===== config.mk =====
export PLATFORM = sky130hd
export DESIGN_NAME = stopwatch_ctrl_flat
export DESIGN_NICKNAME = d
export VERILOG_FILES = /design/src/rtl/stopwatch_pkg.sv /design/src/rtl/stopwatch_ctrl_if.sv /design/src/rtl/bcd_digit.sv /design/src/rtl/stopwatch_ctrl.sv /design/src/flat_wrapper.sv
export SDC_FILE = /design/constraint.sdc
export NUM_CORES = 1
export LEC_CHECK = 0
export ABC_AREA = 1
export ABC_CLOCK_PERIOD_IN_PS = 4830
export BUFFER_PORTS_ARGS = -buffer_cell sky130_fd_sc_hd__buf_2
export CORE_ASPECT_RATIO = 1.4
export CORE_UTILIZATION = 45
export DETAILED_ROUTE_END_ITERATION = 7
export PLACE_DENSITY_LB_ADDON = 0.2
export SLEW_MARGIN = 5
export SYNTH_ARGS = -nofsm -noshare
export SYNTH_HDL_FRONTEND = slang
export SYNTH_SLANG_ARGS = --single-unit

===== constraint.sdc =====
create_clock -name clk -period 4.83 [get_ports clk]
set_input_delay 0.966 -clock clk [delete_from_list [all_inputs] [get_ports clk]]
set_output_delay 0.966 -clock clk [all_outputs]
set_load 0.01 [all_outputs]

===== src/rtl/stopwatch_pkg.sv =====
// Shared types and constants for the stopwatch controller.
//   state_e  : controller state (IDLE / RUN / PAUSE)
//   DIGIT_W  : bits per BCD digit
//   BCD_MAX  : largest value a decade digit holds before returning to 0
package stopwatch_pkg;

    localparam int unsigned DIGIT_W = 4;
    localparam logic [DIGIT_W-1:0] BCD_MAX = 4'd9;

    typedef enum logic [1:0] {
        IDLE,
        RUN,
        PAUSE
    } state_e;

endpackage


===== src/rtl/stopwatch_ctrl_if.sv =====
// Command/status bundle between the button front end, the stopwatch
// controller and the display driver.
//   start, stop, clear, lap : single-cycle command pulses (master -> slave)
//   digits                  : live BCD count, digit 0 in [3:0]
//   running                 : high while counting
//   wrapped                 : sticky full-scale rollover flag
//   lap_digits, lap_valid   : last captured count and its one-cycle strobe
interface stopwatch_ctrl_if
    import stopwatch_pkg::*;
#(
    parameter int unsigned NUM_DIGITS = 4
) ();

    logic                            start;
    logic                            stop;
    logic                            clear;
    logic                            lap;
    logic [DIGIT_W*NUM_DIGITS-1:0]   digits;
    logic                            running;
    logic                            wrapped;
    logic [DIGIT_W*NUM_DIGITS-1:0]   lap_digits;
    logic                            lap_valid;

    modport master (
        output start, stop, clear, lap,
        input  digits, running, wrapped, lap_digits, lap_valid
    );

    modport slave (
        input  start, stop, clear, lap,
        output digits, running, wrapped, lap_digits, lap_valid
    );

endinterface


===== src/rtl/bcd_digit.sv =====
// One decade counter of the stopwatch chain.
//   clk, reset : clock, asynchronous active-high reset
//   clr        : synchronous zero, wins over en
//   en         : advance by one this edge
//   q          : current digit value, always 0..9
//   carry      : en while at 9, i.e. this digit rolls over on this edge
module bcd_digit
    import stopwatch_pkg::*;
(
    input  logic               clk,
    input  logic               reset,
    input  logic               clr,
    input  logic               en,
    output logic [DIGIT_W-1:0] q,
    output logic               carry
);

    logic [DIGIT_W-1:0] q_q, q_d;

    always_comb begin
        q_d = q_q;
        if (clr) begin
            q_d = '0;
        end else if (en) begin
            q_d = (q_q == BCD_MAX) ? '0 : q_q + 1'b1;
        end
    end

    always_ff @(posedge clk or posedge reset) begin
        if (reset) begin
            q_q <= '0;
        end else begin
            q_q <= q_d;
        end
    end

    assign q     = q_q;
    assign carry = en && (q_q == BCD_MAX);

endmodule


===== src/rtl/stopwatch_ctrl.sv =====
// Run/pause/clear stopwatch: tick prescaler feeding a cascade of BCD digits,
// with a sticky wrap flag and a lap-capture register.
//   clk, reset : clock, asynchronous active-high reset
//   bus        : stopwatch_ctrl_if slave (command pulses in, count/status out)
// Parameters:
//   TICK_DIV   : clk cycles per count increment (>= 1)
//   NUM_DIGITS : number of cascaded BCD digits (>= 1)
module stopwatch_ctrl
    import stopwatch_pkg::*;
#(
    parameter int unsigned TICK_DIV   = 50000,
    parameter int unsigned NUM_DIGITS = 4
) (
    input  logic               clk,
    input  logic               reset,
    stopwatch_ctrl_if.slave    bus
);

    localparam int unsigned PRE_W = (TICK_DIV > 1) ? $clog2(TICK_DIV) : 1;
    localparam int unsigned CNT_W = DIGIT_W * NUM_DIGITS;
    localparam logic [PRE_W-1:0] PRE_LAST = PRE_W'(TICK_DIV - 1);

    state_e             state_q, state_d;
    logic [PRE_W-1:0]   pre_q, pre_d;
    logic               wrapped_q, wrapped_d;
    logic [CNT_W-1:0]   lap_q, lap_d;
    logic               lap_valid_q, lap_valid_d;
    logic               tick;
    logic [CNT_W-1:0]   digits;
    // en_chain[k] enables digit k; en_chain[NUM_DIGITS] flags full-scale rollover.
    logic [NUM_DIGITS:0] en_chain;

    // Increments follow the current state, so a stop on a terminal-tick
    // cycle still commits that increment.
    assign tick = (state_q == RUN) && (pre_q == PRE_LAST);

    always_comb begin
        state_d = state_q;
        if (bus.clear) begin
            state_d = IDLE;
        end else if (bus.stop) begin
            if (state_q == RUN) begin
                state_d = PAUSE;
            end
        end else if (bus.start) begin
            if (state_q != RUN) begin
                state_d = RUN;
            end
        end
    end

    // Prescaler freezes in PAUSE so a resume finishes the partial period.
    always_comb begin
        pre_d = pre_q;
        if (bus.clear) begin
            pre_d = '0;
        end else begin
            unique case (state_q)
                RUN:     pre_d = tick ? '0 : pre_q + 1'b1;
                PAUSE:   pre_d = pre_q;
                default: pre_d = '0;
            endcase
        end
    end

    assign en_chain[0] = tick && !bus.clear;

    for (genvar i = 0; i < NUM_DIGITS; i++) begin : g_digit
        bcd_digit u_digit (
            .clk   (clk),
            .reset (reset),
            .clr   (bus.clear),
            .en    (en_chain[i]),
            .q     (digits[i*DIGIT_W +: DIGIT_W]),
            .carry (en_chain[i+1])
        );
    end

    always_comb begin
        wrapped_d   = wrapped_q | en_chain[NUM_DIGITS];
        lap_d       = bus.lap ? digits : lap_q;
        lap_valid_d = bus.lap;
        if (bus.clear) begin
            wrapped_d   = 1'b0;
            lap_d       = '0;
            lap_valid_d = 1'b0;
        end
    end

    always_ff @(posedge clk or posedge reset) begin
        if (reset) begin
            state_q     <= IDLE;
            pre_q       <= '0;
            wrapped_q   <= 1'b0;
            lap_q       <= '0;
            lap_valid_q <= 1'b0;
        end else begin
            state_q     <= state_d;
            pre_q       <= pre_d;
            wrapped_q   <= wrapped_d;
            lap_q       <= lap_d;
            lap_valid_q <= lap_valid_d;
        end
    end

    assign bus.digits     = digits;
    assign bus.running    = (state_q == RUN);
    assign bus.wrapped    = wrapped_q;
    assign bus.lap_digits = lap_q;
    assign bus.lap_valid  = lap_valid_q;

endmodule

===== src/flat_wrapper.sv =====
// flat-port wrapper written by rule: the top's interface ports become plain ports
module stopwatch_ctrl_flat import stopwatch_pkg::*;
#(
    parameter int unsigned TICK_DIV   = 50000,
    parameter int unsigned NUM_DIGITS = 4
)
  (clk, reset, bus_start, bus_stop, bus_clear, bus_lap, bus_digits, bus_running, bus_wrapped, bus_lap_digits, bus_lap_valid);
  stopwatch_ctrl_if #(.NUM_DIGITS(NUM_DIGITS)) bus_i ();
  input  logic clk;
  input  logic reset;
  input wire logic [$bits(bus_i.start)-1:0] bus_start;
  input wire logic [$bits(bus_i.stop)-1:0] bus_stop;
  input wire logic [$bits(bus_i.clear)-1:0] bus_clear;
  input wire logic [$bits(bus_i.lap)-1:0] bus_lap;
  output wire logic [$bits(bus_i.digits)-1:0] bus_digits;
  output wire logic [$bits(bus_i.running)-1:0] bus_running;
  output wire logic [$bits(bus_i.wrapped)-1:0] bus_wrapped;
  output wire logic [$bits(bus_i.lap_digits)-1:0] bus_lap_digits;
  output wire logic [$bits(bus_i.lap_valid)-1:0] bus_lap_valid;
  assign bus_i.start = bus_start;
  assign bus_i.stop = bus_stop;
  assign bus_i.clear = bus_clear;
  assign bus_i.lap = bus_lap;
  assign bus_digits = bus_i.digits;
  assign bus_running = bus_i.running;
  assign bus_wrapped = bus_i.wrapped;
  assign bus_lap_digits = bus_i.lap_digits;
  assign bus_lap_valid = bus_i.lap_valid;
  stopwatch_ctrl #(.TICK_DIV(TICK_DIV), .NUM_DIGITS(NUM_DIGITS)) u_core (.clk(clk), .reset(reset), .bus(bus_i));
endmodule

---- After elaboration in Yosys (flattened, before gate mapping) ----
Cells that the tools add are included.
operators by class
  muxes and demuxes ....................... 24
  shift operators ......................... 0
  equality and inequality tests ........... 10
  multiply operators ...................... 0
  reduce and logical (&&, ||, !) cells .... 15
  bitwise gates (word level) .............. 1
  $lt $le $gt $ge ......................... 0
  $add $sub $neg .......................... 5
  divide/modulo/power cells ............... 0
operators by type and width
  kind                                                   count
  two-way mux 16 bit                                     4
  two-way mux 4 bit                                      12
  one-hot mux 16 bit (2 select lines)                    1
  adder 16 x 1 -> 16 bit, second input constant          1
  adder 4 x 1 -> 4 bit, second input constant            4
  equality test 16 bit, second input constant            1
  equality test 4 bit, second input constant             4
  two-way mux 2 bit                                      5
  nonzero test 2 bit                                     5
  logical AND 1 bit                                      6
  nonzero test 3 bit                                     2
  inequality test 3 x 1 -> 1 bit, second input constant  1
  AND reduction 3 bit                                    1
  equality test 2 x 1 -> 1 bit, second input constant    1
  equality test 2 bit, second input constant             1
  two-way mux 1 bit                                      2
  inequality test 2 x 1 -> 1 bit, second input constant  1
  inequality test 2 bit, second input constant           1
  zero test 1 bit                                        1
  OR 1 bit                                               1
word-level totals
  output and inout bits ................... 35
  logic and storage cells ................. 64
  bits in latches ......................... 0
  memories kept ........................... 0
  bits in registers ....................... 52
  input port bits ......................... 6
  memory bits (writable) .................. 0
  bits in read-only memories .............. 0

---- Logic depth before layout (Yosys ltp) ----
Gate-level depths: netlist of run 1.
  word-level depth ........................ 9
  depth in mapped cells ................... 12
  depth with buffers taken out ............ 11

---- Modules after synthesis ----
A second synthesis of run 1 with hierarchy kept.
second synthesis, totals
  cells, all modules ...................... 396
  area total of the unflattened synthesis .. 2961.6 sq um
modules (own cells, without submodules)
  module          times used  cells an instance  sequential area each (sq um)  area each (sq um)
  stopwatch_ctrl  1           248                900.9                         1885.6
  bcd_digit       4           37                 100.1                         269.0

---- Worst setup path after synthesis of run 1 ----
Ideal clock, no wire load.
  path type ............................... input to register
  from .................................... input bus_clear
  to ...................................... register u_core.pre_q[5]
  buffers on the path ..................... 2
  setup time .............................. 126 ps
  data arrival time ....................... 1820 ps
  stages on the path ...................... 8
  data required time ...................... 4704 ps
  slack ................................... 2884 ps
  cells stage by stage .................... buf_4 -> inv_2 -> nand3_1 -> buf_4 -> nand2_1 -> nor3_1 -> o32ai_1 -> nor2_1
between the ends
  longest elaborated chain between the ends .. 1
  elaborated cells between the ends (all ways) .. 2
  those cells by class .................... eq/ne: 1; mux: 1
ends and longest elaborated chain
  item                                                                                 RTL line              text
  start: declaration                                                                   flat_wrapper.sv:13    input wire logic [$bits(bus_i.clear)-1:0] bus_clear;
  inequality test 2 bit (no source line) / two-way mux 16 bit (equally long branches)  -
  end signal: assignment                                                               stopwatch_ctrl.sv:99  pre_q <= pre_d;
  end: declaration                                                                     stopwatch_ctrl.sv:24  logic [PRE_W-1:0] pre_q, pre_d;
Several ways; a longest one is shown, not always the timed one.
A chain may end at the register's enable or synchronous reset.

---- Worst setup path in the final report of run 1 ----
  from .................................... input bus_clear
  to ...................................... register u_core.pre_q[9]
The elaborated chain is that of the path after synthesis.

==> impl_metrics.csv, run 1 <==
group,metric,value,unit
final_layout,final-seq-area,0.001301,mm2
cts,cts_root_buf,"clkbuf_8",
logic_synthesis,syn_nets,331,
die,io_pins,41,
die,core_area,0.005822,mm2
placed_design,pre_cts_ws,2.019,ns
cts,cts_num_sinks,52,
sta,skew,0.01018,ns
setup_path,crit_arrival,2.70,ns
global_route,grt_pass1_vias,2188,
sta,layout_min_cycle_time,2.499,ns
power,ir_drop,0.1550,mV
sta,hold_violations,0,
cts,clk_path_buf_depth,2,
sta,tns,0,ns
drt,vias,2209,
die,dieArea,0.006338,mm2
logic_synthesis,seq_area_frac_synth,48.04,%
global_route,antenna_found_initial,0,
setup_path,endpoint_kind,"flop",
global_route,use_met1,24.07,%
final_layout,antennaDiodeCount,0,
sta,rsz0062_at_grt,"false",
sta,timing.final.crit_share,51.74,%
global_route,grt_use_met3,3.155,%
global_route,overflow,0,
drt,initialDrtViolationCount,153,
logic_synthesis,synth_area,0.002709,mm2
cts,h-tree-depth,2,
sta,worst_pin_slew,0.6707,ns
die,fp-row-count,33,
setup_path,crit_path_max_fanout,32,
cts,cts_resized,0,
global_route,grtUsageTotal,20.74,%
final_layout,drive_gt1_share,19.33,%
setup_path,worstPathRequired,5.03,ns
status,outcome,"finished, violations left",
placed_design,place.gp.congestion,0.8230,
final_layout,area_growth,12.66,%
drt,via_per_inst,5.173,
drt,first_pass_iters,6,
final_layout,nets,371,
logic_synthesis,yosysUniqueCellTypes,30,
cts,cts_buffers,5,
sta,maxSlewHeadroom,55.29,%
status,violations,"design-rule violations",
cts,cts_setup_buffers,0,
global_route,grt-busiest-layer,"met2",
drt,ant_nets,0,
setup_path,criticalPathCategory,"in2reg",
drt,drc,2,
sta,fmax,0.4001,GHz
global_route,grt_pass1_wl,9880,um
logic_synthesis,ys_ff_latch,52,
drt,wire_per_inst,13.82,um
sta,holdWs,0.5159,ns
final_layout,multiInputGateArea,0.001205,mm2
die,initial_core_util,46.53,%
power,cellLeakagePower,1.553,nW
cts,clk-insertion-delay-late,0.31,ns
min_path,min_path_type,"reg2reg",
logic_synthesis,netlist_instances,316,
global_route,grtUsageMet2,35.81,%
cts,postCtsHoldBufs,0,
die,die_y,93.80,um
cts,clkTransAtPathRegs,0.10,ns
logic_synthesis,post_synth.cell_area_avg,8.572,um2
logic_synthesis,yosys_warnings,0,
drt,route.final.wire_length,5903,um
die,die_x,67.57,um
placed_design,dp_hpwl,4283,um
sta,slew_violations,0,
placed_design,io_buffers,40,
sta,fin_ws,2.331,ns
power,power.density,248.4,mW/mm2
cts,cts_tree,"done",
setup_path,worstSetupStartpointType,"input pin",
job,max_cap_viol_count,0,
final_layout,fill_cells,551,
global_route,grt_max_degree,53,
sta,finalSetupViolations,0,
## synth_stat cells, drive strengths merged
cell | count | area share, %
a21oi | 5 | 0.92
buf | 6 | 1.5
clkbuf | 2 | 0.28
clkinv | 1 | 0.14
dfrtp | 52 | 48
ha | 9 | 4.2
inv | 40 | 5.5
nand2 | 46 | 6.8
nand3 | 44 | 8.3
nand3b | 2 | 0.55
nand4 | 13 | 3.6
nor2 | 44 | 7.7
nor3 | 3 | 0.55
o21ai | 22 | 4.1
o22ai | 8 | 1.8
o32ai | 1 | 0.32
or2 | 2 | 0.46
xnor2 | 4 | 1.3
xor2 | 12 | 3.9
## stage by stage
stage                     power, mW  std cells  area, um2  utilization, %
after floorplan              0.4903        316       2709               -
after global placement       0.5024        419       2955           50.76
after detailed placement     0.5032        419       2955           50.76
after CTS                    0.7715        427       3052           52.42
after global routing         0.7928        427       3052           52.42
final                        0.7581        427       3052           52.42
## worst max-delay path: stages
cell and delay (ns):
buf_2 0.15, inv_2 0.42, nand3_1 0.49, inv_1 0.27, nor2_1 0.10, nand3_1 0.09
xor2_1 0.16, nor2_1 0.05
## per-layer routing
layer / share of wire, % / up-vias
met5: 0 / -
met4: 2.6 / 0
met3: 2.7 / 12
met2: 52 / 38
met1: 42 / 1044
li1: - / 1115
## layout by cell type (no fill, tap or decap), types with 2 or more instances in the layout
master | Yosys | final
a21oi_1 | 5 | 5
buf_2 | 3 | 40
clkbuf_8 | 0 | 6
dfrtp_1 | 52 | 52
ha_1 | 9 | 9
inv_1 | 36 | 35
inv_2 | 4 | 5
nand2_1 | 43 | 43
nand2_2 | 2 | 2
nand3_1 | 43 | 43
nand3b_1 | 2 | 2
nand4_1 | 12 | 12
nor2_1 | 36 | 36
nor2_2 | 5 | 5
nor2_4 | 2 | 2
nor3_1 | 3 | 3
o21ai_0 | 21 | 21
o22ai_1 | 8 | 8
or2_2 | 2 | 2
xnor2_1 | 4 | 4
xor2_1 | 12 | 12
## flip-flops by register name, summed over array words and instances, names as in the netlist
| name | flops |
|---|---|
| u_core.pre_q | 16 |
| u_core.g_digit.u_digit.q | 16 |
| u_core.state_q | 2 |
| u_core.bus.lap_digits | 16 |
| u_core.bus.wrapped | 1 |
| u_core.bus.lap_valid | 1 |
## report_power, final
part	switching, mW	internal (mW)	total [mW]
Clock	0.147	0.117	0.265
Sequential	0.00512	0.439	0.444
Combinational	0.0377	0.0113	0.0491
Total	0.190	0.568	0.758
## final timing paths
kind                                                  end  slack [ns]  cells after the start                           start
min in group asynchronous  u_core.g_digit[2].u_digit.q[2]        0.83                      3                           reset
hold / removal                  u_core.bus.lap_digits[15]        0.52                      2       u_core.bus.lap_digits[15]
max in group asynchronous        u_core.bus.lap_digits[0]        3.56                      3                           reset
setup reg to reg           u_core.g_digit[2].u_digit.q[0]        3.01                      9  u_core.g_digit[0].u_digit.q[1]
hold reg to reg                 u_core.bus.lap_digits[15]        0.52                      2       u_core.bus.lap_digits[15]
setup / recovery                          u_core.pre_q[9]        2.33                      8                       bus_clear
## cell type report
class                   instances  area share, %
flip-flops and latches         52          42.64
repair buffers                 41          6.806
clock buffers                   6          2.706
clock inverters                 2         0.4510
inverters                      41          5.043
well taps                      70          2.870
multi-input cells             215          39.48
## logic make-up after synthesis
family          Yosys count  share of synthesized area [%]
fa+ha+maj                 9                          4.157
buf+inv                  49                          7.482
compound gates           36                          7.159
flops                    52                          48.04
simple gates            154                          27.99
xor+xnor                 16                          5.173
No activity file was read; power rests on OpenSTA's default activity.
==> run 2: changes to the inputs <==
ABC_AREA = 0   (was 1)
ABC_CLOCK_PERIOD_IN_PS = 2500   (was 4830)
clock period = 2.5 ns   (was 4.83 ns; I/O delays follow)
==> impl_metrics.csv, run 2 <==
group,metric,value,unit
status,outcome,"finished, final reports clean",
power,finalPower,1.534,mW
cts,cts_buffers,5,
final_layout,nets,335,
power,cellLeakagePower,1.504,nW
power,p_sw_share,20.64,%
final_layout,area_growth,14.11,%
sta,maxSlewHeadroom,58.00,%
drt,route.final.wire_length,5852,um
logic_synthesis,synth_ff_type,"dfrtp_1",
global_route,grtUsageMet2,34.31,%
drt,via_per_inst,5.698,
sta,tns,0,ns
setup_path,crit_path_max_fanout,14,
sta,timing.final.crit_share,79.57,%
cts,cts_tree,"done",
logic_synthesis,synthTopCellsByCount,"dfrtp_1 (52), nor2_1 (25), mux2i_1 (20)",
die,dieArea,0.006510,mm2
power,clkPwrFrac,40.2,%
drt,initialDrtViolationCount,126,
power,power.density,482.8,mW/mm2
logic_synthesis,post_synth.cell_area_avg,9.943,um2
die,die_x,68.48,um
job,max_cap_viol_count,0,
die,initial_core_util,47.15,%
cts,cts_setup_buffers,0,
logic_synthesis,seq_area_frac_synth,46.74,%
power,power_frac_comb,4.6,%
logic_synthesis,synth_edf_count,0,
logic_synthesis,netlist_instances,280,
die,core_area,0.005904,mm2
cts,clkTransAtPathRegs,0.09,ns
final_layout,layout_common_cells,"dfrtp_1 (52), buf_2 (40), nor2_1 (25)",
final_layout,antennaDiodeCount,0,
setup_path,criticalPathCategory,"reg2reg",
global_route,overflow,0,
placed_design,place.gp.congestion,0.7725,
drt,ant_nets,0,
drt,first_pass_iters,4,
final_layout,final-seq-area,0.001301,mm2
final_layout,final_common_cell,"dfrtp_1",
logic_synthesis,yosys-top-cells-area,"dfrtp_1 (47%), mux2i_1 (7.2%), ha_1 (4.0%)",
cts,cts_root_buf,"clkbuf_8",
global_route,grt_max_degree,24,
power,power_switching,0.3166,mW
global_route,grt_pass1_wl,9887,um
cts,cts_num_sinks,52,
final_layout,multiInputGateArea,0.001375,mm2
min_path,min_path_type,"in2async",
cts,clk_path_buf_depth,2,
final_layout,drive_gt1_share,21.81,%
power,internal-power,1.217,mW
global_route,grtUsageTotal,19.82,%
drt,vias,2228,
cts,postCtsHoldBufs,0,
sta,rsz0062_at_grt,"false",
power,ir_drop,0.2878,mV
die,die_y,95.07,um
sta,layout_min_cycle_time,1.989,ns
sta,fmax,0.5027,GHz
cts,h-tree-depth,2,
logic_synthesis,async_flop_share,100.0,%
sta,skew,0.01216,ns
global_route,use_met1,24.69,%
global_route,grt_use_met3,3.230,%
logic_synthesis,syn_nets,295,
final_layout,fill_cells,542,
logic_synthesis,synthMostInstantiatedCell,"dfrtp_1",
setup_path,crit_arrival,2.18,ns
global_route,grt_pass1_vias,2109,
cts,clk-insertion-delay-late,0.30,ns
global_route,antenna_found_initial,0,
logic_synthesis,synth_area,0.002784,mm2
logic_synthesis,yosysUniqueCellTypes,47,
logic_synthesis,synth_top_area_share,46.74,%
power,pwr-share-seq,55.2,%
global_route,grt-busiest-layer,"met2",
cts,cts_resized,0,
sta,worst_pin_slew,0.6272,ns
logic_synthesis,ys_ff_latch,52,
placed_design,io_buffers,40,
setup_path,endpoint_kind,"flop",
sta,hold_violations,0,
drt,wire_per_inst,14.97,um
placed_design,dp_hpwl,4221,um
die,fp-row-count,33,
setup_path,worstPathRequired,2.69,ns
sta,slew_violations,0,
sta,finalSetupViolations,0,
drt,drc,0,
setup_path,worstSetupStartpointType,"flop",
die,io_pins,41,
logic_synthesis,synth_largest_area_cell,"dfrtp_1",
logic_synthesis,yosys_warnings,0,
## run 2: cell count changes in the layout (fill, tap and decap cells not counted), moves of 10 or more
cell | before | now
nand3_1 | 43 | 7
inv_1 | 35 | 10
nand2_1 | 43 | 18
mux2i_1 | 0 | 20
a21oi_1 | 5 | 17
nor2_1 | 36 | 25
xor2_1 | 12 | 2
## run 2: cells by family after synthesis
family / count (synthesis) / share of synthesized area (%)
buffers and inverters: 24 / 3.865
and+or+nand+nor: 116 / 24.40
AOI/OAI and AO/OA: 47 / 9.618
adders and majority gates: 9 / 4.045
xor gates and xnor gates: 8 / 2.517
muxes: 24 / 8.809
DFF: 52 / 46.74
## run 2: final timing paths
kind                                    start                              to  slack, ns  depth (start not counted)
setup / recovery              u_core.pre_q[0]  u_core.g_digit[3].u_digit.q[1]       0.51                          5
hold / removal                          reset  u_core.g_digit[0].u_digit.q[0]       0.19                          2
setup reg to reg              u_core.pre_q[0]  u_core.g_digit[3].u_digit.q[1]       0.51                          5
hold reg to reg            u_core.bus.wrapped              u_core.bus.wrapped       0.52                          2
max in group asynchronous               reset                 u_core.pre_q[9]       1.69                          3
min in group clk                    bus_start               u_core.state_q[0]       0.46                          3
## run 2: layout make-up
type | instances | share of cell area (%)
clock buffers | 7 | 3.033
multi-input cells | 204 | 43.28
flip-flops and latches | 52 | 40.96
inverters | 11 | 1.300
repair buffers | 46 | 7.720
well taps | 70 | 2.757
clock inverters | 1 | 0.9453
## run 2: power by group through the flow
| stage | Sequential, mW | Combinational [mW] | Clock (mW) |
|---|---|---|---|
| 4_1_cts | 0.847 | 0.0729 | 0.636 |
| 5_1_grt | 0.848 | 0.0790 | 0.675 |
| 6_report | 0.847 | 0.0703 | 0.617 |
| 3_3_place_gp | 0.863 | 0.0717 | 0 |
| 2_1_floorplan | 0.863 | 0.0487 | 0 |
| 3_5_place_dp | 0.863 | 0.0726 | 0 |
## run 2: per-stage QoR
step	worst slack (ns)	cells	instance area, um2	utilization, %	hold WS, ns
after floorplan	0.7018	280	2784	-	0.4652
after global placement	0.5044	383	3050	51.66	0.4933
after detailed placement	0.4685	383	3050	51.66	0.5053
after CTS	0.5163	391	3177	53.80	0.1985
after global routing	0.3682	391	3177	53.80	0.2110
final	0.5107	391	3177	53.80	0.1853
## run 2: worst max-delay path, cell delays in order (launching register included)
cell	delay [ns]
dfrtp_1	0.39
ha_1	0.19
and3_1	0.29
nand3_2	0.26
o31ai_1	0.38
mux2_2	0.37
## run 2: routing by layer
| layer | part of all wire (%) | up-vias |
|---|---|---|
| met5 | 0 | - |
| met4 | 1.3 | 0 |
| met3 | 2.6 | 6 |
| met2 | 51 | 39 |
| met1 | 45 | 1100 |
| li1 | - | 1083 |
